## src/rtl/updown_dir_ctrl_if.sv

```systemverilog
// Bundle of request, feedback and direction signals between the button/counter
// side (master) and the direction controller (slave).
interface updown_dir_ctrl_if #(
   parameter int WIDTH = 4
);
   logic             up_req;
   logic             dn_req;
   logic             auto_en;
   logic [WIDTH-1:0] count;
   logic             mode;
   logic             dir_chg;

   modport master (
      output up_req, dn_req, auto_en, count,
      input  mode, dir_chg
   );

   modport slave (
      input  up_req, dn_req, auto_en, count,
      output mode, dir_chg
   );
endinterface

```

## src/rtl/updown_dir_ctrl.sv

```systemverilog
// Direction controller for the up/down counter: debounced button requests plus
// optional ping-pong reversal at the count limits, producing a registered mode.
module updown_dir_ctrl #(
   parameter int WIDTH      = 4,
   parameter int DEB_CYCLES = 4,
   parameter int MAX_VAL    = 15,
   parameter int MIN_VAL    = 0
) (
   input  logic             clk,
   input  logic             rst,
   updown_dir_ctrl_if.slave bus
);
   localparam int               CNT_W    = $clog2(DEB_CYCLES);
   localparam logic [CNT_W-1:0] CNT_LAST = CNT_W'(DEB_CYCLES - 1);
   localparam logic [CNT_W-1:0] CNT_ONE  = CNT_W'(1);
   localparam logic [WIDTH-1:0] HI_THR   = WIDTH'(MAX_VAL - 1);
   localparam logic [WIDTH-1:0] LO_THR   = WIDTH'(MIN_VAL + 1);

   typedef enum logic {
      S_UP   = 1'b0,
      S_DOWN = 1'b1
   } state_t;

   // Index 0 carries the up request, index 1 the down request.
   logic [1:0]            s1_q, s1_d;
   logic [1:0]            s2_q, s2_d;
   logic [1:0]            deb_q, deb_d;
   logic [1:0]            deb_prev_q, deb_prev_d;
   logic [1:0][CNT_W-1:0] cnt_q, cnt_d;
   state_t                state_q, state_d;
   logic                  dir_chg_q, dir_chg_d;
   logic                  up_ev, dn_ev;

   always_comb begin
      s1_d       = {bus.dn_req, bus.up_req};
      s2_d       = s1_q;
      deb_prev_d = deb_q;
      deb_d      = deb_q;
      cnt_d      = '0;
      for (int i = 0; i < 2; i++) begin
         if (s2_q[i] != deb_q[i]) begin
            if (cnt_q[i] == CNT_LAST) begin
               deb_d[i] = s2_q[i];
            end else begin
               cnt_d[i] = cnt_q[i] + CNT_ONE;
            end
         end
      end
   end

   assign up_ev = deb_q[0] & ~deb_prev_q[0];
   assign dn_ev = deb_q[1] & ~deb_prev_q[1];

   // Thresholds sit one count inside the limits so the registered mode lands
   // exactly when the counter reaches the limit.
   always_comb begin
      state_d = state_q;
      if (up_ev && dn_ev) begin
         state_d = state_q;
      end else if (up_ev) begin
         state_d = S_UP;
      end else if (dn_ev) begin
         state_d = S_DOWN;
      end else if (bus.auto_en && (state_q == S_UP) && (bus.count >= HI_THR)) begin
         state_d = S_DOWN;
      end else if (bus.auto_en && (state_q == S_DOWN) && (bus.count <= LO_THR)) begin
         state_d = S_UP;
      end
      dir_chg_d = (state_d != state_q);
   end

   always_ff @(posedge clk or negedge rst) begin
      if (!rst) begin
         s1_q       <= '0;
         s2_q       <= '0;
         deb_q      <= '0;
         deb_prev_q <= '0;
         cnt_q      <= '0;
         state_q    <= S_UP;
         dir_chg_q  <= 1'b0;
      end else begin
         s1_q       <= s1_d;
         s2_q       <= s2_d;
         deb_q      <= deb_d;
         deb_prev_q <= deb_prev_d;
         cnt_q      <= cnt_d;
         state_q    <= state_d;
         dir_chg_q  <= dir_chg_d;
      end
   end

   assign bus.mode    = state_q;
   assign bus.dir_chg = dir_chg_q;
endmodule
```

## src/flat_wrapper.sv

```systemverilog
// flat-port wrapper written by rule: the top's interface ports become plain ports
module updown_dir_ctrl_flat 
#(
   parameter int WIDTH      = 4,
   parameter int DEB_CYCLES = 4,
   parameter int MAX_VAL    = 15,
   parameter int MIN_VAL    = 0
)
  (clk, rst, bus_up_req, bus_dn_req, bus_auto_en, bus_count, bus_mode, bus_dir_chg);
  updown_dir_ctrl_if #(.WIDTH(WIDTH)) bus_i ();
  input  logic clk;
  input  logic rst;
  input wire logic [$bits(bus_i.up_req)-1:0] bus_up_req;
  input wire logic [$bits(bus_i.dn_req)-1:0] bus_dn_req;
  input wire logic [$bits(bus_i.auto_en)-1:0] bus_auto_en;
  input wire logic [$bits(bus_i.count)-1:0] bus_count;
  output wire logic [$bits(bus_i.mode)-1:0] bus_mode;
  output wire logic [$bits(bus_i.dir_chg)-1:0] bus_dir_chg;
  assign bus_i.up_req = bus_up_req;
  assign bus_i.dn_req = bus_dn_req;
  assign bus_i.auto_en = bus_auto_en;
  assign bus_i.count = bus_count;
  assign bus_mode = bus_i.mode;
  assign bus_dir_chg = bus_i.dir_chg;
  updown_dir_ctrl #(.WIDTH(WIDTH), .DEB_CYCLES(DEB_CYCLES), .MAX_VAL(MAX_VAL), .MIN_VAL(MIN_VAL)) u_core (.clk(clk), .rst(rst), .bus(bus_i));
endmodule
```

## config.mk

```make
export PLATFORM = sky130hd
export DESIGN_NAME = updown_dir_ctrl_flat
export DESIGN_NICKNAME = d
export VERILOG_FILES = /design/src/rtl/updown_dir_ctrl_if.sv /design/src/rtl/updown_dir_ctrl.sv /design/src/flat_wrapper.sv
export SDC_FILE = /design/constraint.sdc
export NUM_CORES = 1
export LEC_CHECK = 0
export BUFFER_PORTS_ARGS = -buffer_cell sky130_fd_sc_hd__buf_2
export CAP_MARGIN = 20
export CORE_AREA = 2 2 39 41
export CTS_CLUSTER_DIAMETER = 30
export DETAILED_ROUTE_END_ITERATION = 8
export DIE_AREA = 0 0 41 43
export PLACE_DENSITY = 0.57
export SYNTH_ARGS = -nofsm -noshare
export SYNTH_HDL_FRONTEND = slang
export SYNTH_SLANG_ARGS = --single-unit
```

## constraint.sdc

```tcl
create_clock -name clk -period 1 [get_ports clk]
set_input_delay 0.2 -clock clk [delete_from_list [all_inputs] [get_ports clk]]
set_output_delay 0.2 -clock clk [all_outputs]
set_load 0.05 [all_outputs]
```

==> results.py, run 1 <==
metrics = {
    "worst_setup_path": {
        "required_ns": 0.80,
        "crit_path_start_kind": "flop",
        "r2r_cells": 2,
        "path_class": "reg2out",
        "timing.reg2reg.setup_slack_ns": 0.01,
        "cpLargestDelayFamily": "flip-flops",
        "r2r_end": "u_core.deb_prev_d[1]",
        "max_stage_delay_ns": 0.41,
        "worstReg2RegStart": "u_core.cnt_q[2]",
        "cp_max_fo": 2,
        "critical-path-slowest-cell": "dfrtp_2",
        "worstSetupEndpointType": "output port",
        "cp.depth": 1,
        "path_cells": "buf_6",
        "worstPathBufferInverterCount": 1,
        "arrival_ns": 0.83,
    },
    "drt": {
        "dr.pass1.iters": 1,
        "dr.first_iter.drc_count": 0,
        "via_count": 312,
        "ant_nets": 0,
        "vias_per_cell": 4.73,
        "routedWlPerCell_um": 13.3,
        "wirelength_um": 880,
        "drcViolationCount": 0,
    },
    "sta": {
        "slew_violations": 0,
        "fin_crit_sh_pct": 103,
        "rsz0062_at_grt": "true",
        "post-route-min-period_ns": 1.03,
        "slew_headroom_pct": 79.4,
        "fmax_mhz": 971,
        "finalSetupTns_ns": -0.0294,
        "finalHoldViolCount": 0,
        "fin_ws_ns": -0.0294,
        "hold_slack_ns": 0.0321,
        "setup_viol": 1,
        "worst_pin_slew_ns": 0.308,
        "finClkSkew_ns": 0.00191,
    },
    "synth": {
        "synth_area_um2": 512,
        "synth_cell_types": 15,
        "ys_seq_area_share_pct": 68.5,
        "yosys.area.top_type": "dfrtp_1",
        "ys.flop_type": "dfrtp_1",
        "synth_top_area_share_pct": 68.5,
        "async_reset_ff_share_pct": 100,
        "ys_ff_latch": 14,
        "yosysWarnings": 0,
        "synth_cells": 33,
        "syn-num-nets": 44,
        "avgSynthCellArea_um2": 15.5,
        "synth_edf_count": 0,
        "synthTopCellsByArea": "dfrtp_1 (68%), ha_1 (4.9%), mux2_2 (4.4%)",
        "synth.most_common_cell": "dfrtp_1",
    },
    "floorplan": {
        "ios": 11,
        "coreArea_um2": 1380,
        "start_util_pct": 37.0,
        "die_w_um": 41,
        "dieArea_um2": 1760,
        "rows": 14,
        "die_h_um": 43,
    },
    "cts": {
        "cts_buffers": 3,
        "clk_latency_ns": 0.27,
        "clk_pin_slew_worst_paths_ns": 0.08,
        "h-tree-depth": 1,
        "cts-root-buf": "clkbuf_4",
        "clock-sinks": 14,
        "tritoncts": "done",
        "cts.path.max_buffers": 2,
    },
    "place": {
        "place_ws_ns": -0.0167,
        "gp_congestion": 0.590,
        "port-buffer-count": 9,
        "dp.cells": 59,
    },
    "global_routing": {
        "grt-ovfl-total": 0,
        "grt_pass1_wl_um": 1370,
        "grt_use_total_pct": 12.4,
        "grt_max_degree": 15,
        "grt_antenna_before_repair": 0,
        "grt_pass1_vias": 333,
    },
    "final_layout": {
        "n_antenna_cell": 0,
        "multiInputGateArea_um2": 171,
        "syn_to_final_growth_pct": 31.5,
        "nNetsFinal": 62,
        "seqCellArea_um2": 352,
        "drive_above_1_share_pct": 50.0,
        "final.fill_count": 128,
        "fin_cells": 66,
    },
    "hold_path": {
        "hold_class": "in2reg",
        "hold_start": "bus_dn_req",
        "whs_endpoint": "u_core.s1_q[1]",
        "hold_depth": 1,
    },
    "job": {
        "drv_cap": 0,
    },
    "run_status": {
        "violations": "setup timing",
        "status": "finished, violations left",
    },
    "power_and_ir_drop": {
        "power_density_nw_per_um2": 2940,
        "p_leak_uw": 0.000317,
        "vdd_drop_max_uv": 1200,
    },
}
[placed cells by master, fill, tap and decap left out]
cell type      count
a21boi_2           1
a21o_1             1
buf_2              7
buf_4              3
buf_6              2
clkbuf_4           3
clkbuf_8           1
dfrtp_1           13
dfrtp_2            1
dlygate4sd3_1      1
ha_2               2
inv_1              1
mux2_2             1
mux2_4             1
mux2i_1            1
nand2b_1           1
nand4_1            1
nor2b_1            2
nor2b_2            1
nor3_1             1
nor3_2             1
nor4b_2            1
o21ai_1            1
xnor2_1            2
[power breakdown]
| part | switching [µW] | internal [µW] |
|---|---|---|
| Combinational | 350 | 370 |
| Sequential | 109 | 762 |
| Clock | 164 | 221 |
[timing repair]
action | CTS | global route
setup endpoints to repair | 3 | 6
hold buffers | 1 | 0
pin swaps | 1 | 2
buffers inserted | 1 | 1
gates cloned | 0 | 0
hold endpoints to repair | 14 | 0
resized for setup | 5 | 3
[worst reg2reg max path, stage by stage (launching register included)]
cell and delay [ns]:
dfrtp_1 0.36, ha_2 0.18, mux2_2 0.33
[per-layer routing]
layer	vias to the layer above	routed length, µm	GRT usage (%)
met4	0	0	6.00
met5	-	0	0
li1	146	-	-
met1	156	290	10.5
met2	10	531	23.4
met3	0	59	3.14
[stage by stage]
| step | cell area [µm²] | utilization [%] | power (µW) |
|---|---|---|---|
| CTS | 654 | 47.3 | 1960 |
| detailed placement | 586 | 42.3 | 1500 |
| global route | 673 | 48.6 | 2130 |
| floorplan | 513 | - | 1300 |
| finish | 673 | 48.6 | 1980 |
| global placement | 586 | 42.3 | 1420 |
[area by class of cell]
type	instances	area share (%)
multi-input cells	18	25.5
repair buffers	13	13.4
flip-flops and latches	14	52.2
clock buffers	4	5.39
inverters	1	0.558
well taps	16	2.97
[sequential cells by signal, indices dropped and copies added, names as in the netlist]
register	cells
u_core.cnt_q	4
u_core.s2_q	2
u_core.s1_q	2
u_core.deb_prev_d	2
u_core.bus.dir_chg	1
u_core.deb_prev_q	2
u_core.bus.mode	1
[how the worst max path moves through the flow]
stage / endpoint / start
after floorplan: u_core.deb_prev_d[0] / u_core.cnt_q[0]
after global placement: u_core.deb_prev_d[0] / u_core.cnt_q[0]
after detailed placement: u_core.bus.mode / bus_count[1]
after CTS: bus_mode / u_core.bus.mode
after global routing: bus_mode / u_core.bus.mode
final: bus_mode / u_core.bus.mode
[cells by family after synthesis]
logic type / share of synthesized area (%)
and+or+nand+nor: 11.5
AOI/OAI and AO/OA: 4.64
adders and majority gates: 4.89
buffers and inverters: 0.733
DFF: 68.5
xor gates and xnor gates: 3.42
muxes: 6.36
(Power assumes the default switching activity.)
==> run 2, diff against run 1 <==
--- a/config.mk
+++ b/config.mk
@@ -11,7 +11,6 @@
 export CTS_CLUSTER_DIAMETER = 30
 export DETAILED_ROUTE_END_ITERATION = 8
 export DIE_AREA = 0 0 41 43
-export PLACE_DENSITY = 0.57
 export SYNTH_ARGS = -nofsm -noshare
 export SYNTH_HDL_FRONTEND = slang
 export SYNTH_SLANG_ARGS = --single-unit
==> run 2 against run 1 <==
  * The run still ends with setup timing left
  * Register-to-register slack about the same
  * Core utilization up 1.1 points
  * Critical path depth unchanged
  * Combinational power up 4.7%
  * First-iteration DRC count unchanged
  * Wire length down 6.1%
  * Cell area up 2.2%
  * Clock-buffer cell count unchanged
  * Setup slack worse by 0.0038 ns
  * Power up 3.1%
==> results.py, run 2 (synthesis results as in run 1) <==
metrics = {
    "sta": {
        "fmax_mhz": 968,
        "worst_pin_slew_ns": 0.305,
        "finClkSkew_ns": 0.00259,
        "setup_viol": 2,
        "finalHoldViolCount": 0,
        "rsz0062_at_grt": "true",
        "post-route-min-period_ns": 1.03,
        "fin_crit_sh_pct": 103,
        "slew_violations": 0,
        "finalSetupTns_ns": -0.0378,
        "fin_ws_ns": -0.0332,
        "slew_headroom_pct": 79.7,
    },
    "global_routing": {
        "grt_antenna_before_repair": 0,
        "grt_max_degree": 15,
        "grt-ovfl-total": 0,
        "grt_pass1_wl_um": 1350,
        "grt_pass1_vias": 315,
        "grt_use_total_pct": 12.0,
    },
    "cts": {
        "h-tree-depth": 1,
        "tritoncts": "done",
        "cts.path.max_buffers": 2,
        "clk_latency_ns": 0.27,
        "cts-root-buf": "clkbuf_4",
        "cts_buffers": 3,
        "clock-sinks": 14,
        "clk_pin_slew_worst_paths_ns": 0.08,
    },
    "final_layout": {
        "largest_reg_flops": 4,
        "finish.utilization_pct": 49.7,
        "syn_to_final_growth_pct": 34.5,
        "regMostFlops": "u_core.cnt_q",
        "n_antenna_cell": 0,
        "postLayoutCellArea_um2": 688,
        "final_common_cell": "dfrtp_1",
        "drive_above_1_share_pct": 49.0,
        "layout_common_cells": "dfrtp_1 (13), buf_2 (7), clkbuf_4 (3)",
        "nNetsFinal": 61,
    },
    "drt": {
        "dr.pass1.iters": 1,
        "via_count": 301,
        "wirelength_um": 826,
        "ant_nets": 0,
        "routedWlPerCell_um": 12.7,
        "dr.first_iter.drc_count": 0,
        "vias_per_cell": 4.63,
        "drcViolationCount": 0,
    },
    "hold_path": {
        "hold_class": "in2reg",
    },
    "floorplan": {
        "start_util_pct": 37.0,
        "ios": 11,
        "coreArea_um2": 1380,
        "rows": 14,
        "die_w_um": 41,
        "die_h_um": 43,
        "dieArea_um2": 1760,
    },
    "worst_setup_path": {
        "cpLargestDelayFamily": "flip-flops",
        "worstSetupEndpointType": "output port",
        "critical-path-slowest-cell": "dfrtp_2",
        "max_stage_delay_ns": 0.41,
        "path_class": "reg2out",
        "required_ns": 0.80,
        "path_cells": "buf_6",
        "arrival_ns": 0.83,
        "worstPathBufferInverterCount": 1,
        "cp_max_fo": 2,
        "crit_path_start_kind": "flop",
    },
    "power_and_ir_drop": {
        "power_density_nw_per_um2": 2960,
        "p_leak_uw": 0.000316,
        "vdd_drop_max_uv": 1680,
    },
    "place": {
        "dpl_cell_area_um2": 586,
        "port-buffer-count": 9,
        "gp_congestion": 0.631,
    },
    "run_status": {
        "status": "finished, violations left",
        "violations": "setup timing",
    },
    "job": {
        "drv_cap": 0,
    },
}
[run 2: cell count changes in the layout (fill, tap and decap cells not counted), sizes merged]
cell / change
buf: -1
[run 2: final timing paths]
path | start | to | slack [ns] | cells past startpoint
worst max-delay path | u_core.bus.mode | bus_mode | -0.03 | 1
worst min-delay path | bus_up_req | u_core.s1_q[0] | 0.03 | 1
worst max register to register | u_core.cnt_q[2] | u_core.deb_prev_d[1] | 0 | 2
worst min register to register | u_core.s1_q[0] | u_core.s2_q[0] | 0.35 | 0
max in group asynchronous | rst | u_core.bus.mode | 0.41 | 2
min in group asynchronous | rst | u_core.deb_prev_q[1] | 0.34 | 2
[run 2: report_power, final]
group / switching (µW) / internal [µW] / total, µW / leakage (µW)
clock network: 170 / 221 / 391 / 0.0000210
registers: 130 / 762 / 892 / 0.000170
logic: 353 / 401 / 754 / 0.000125
[run 2: repair_timing]
item                                   in CTS  in global routing
endpoints found under the hold margin      14                  0
setup buffers                               0                  1
hold buffers                                1                  0
pin swaps                                   2                  0
setup endpoints to repair                   4                  5
resized for setup                           8                  3
[run 2: stage by stage]
step / hold WS [ns] / total power [µW] / instances / setup WS, ns
global placement: 0.0920 / 1420 / 59 / 0.0475
finish: 0.0311 / 2040 / 65 / -0.0332
CTS: 0.0191 / 1980 / 64 / -0.0438
global route: 0.00656 / 2190 / 65 / -0.0584
floorplan: -0.0956 / 1300 / 33 / 0.0567
detailed placement: 0.105 / 1480 / 59 / -0.00587
[run 2: metal layers]
| metal | track usage (%) | wire length (µm) | vias up | part of all wire [%] |
|---|---|---|---|---|
| met1 | 13.7 | 340 | 148 | 41 |
| met4 | 8.00 | 0 | 0 | 0 |
| li1 | - | - | 143 | - |
| met3 | 1.57 | 41 | 0 | 5.0 |
| met5 | 0 | 0 | - | 0 |
| met2 | 19.4 | 444 | 10 | 54 |
[run 2: worst reg2reg max path: stages, from the launching register on]
cell and delay (ns):
dfrtp_1 0.42, ha_4 0.18, mux2_4 0.29
[run 2: layout make-up]
class                           instances  area, µm²
Tap cell                               16       20.0
Timing Repair Buffer                   12       82.6
Fill cell                             121        696
Inverter                                1       3.75
Multi-Input combinational cell         18        194
Clock buffer                            4       36.3
Sequential cell                        14        352
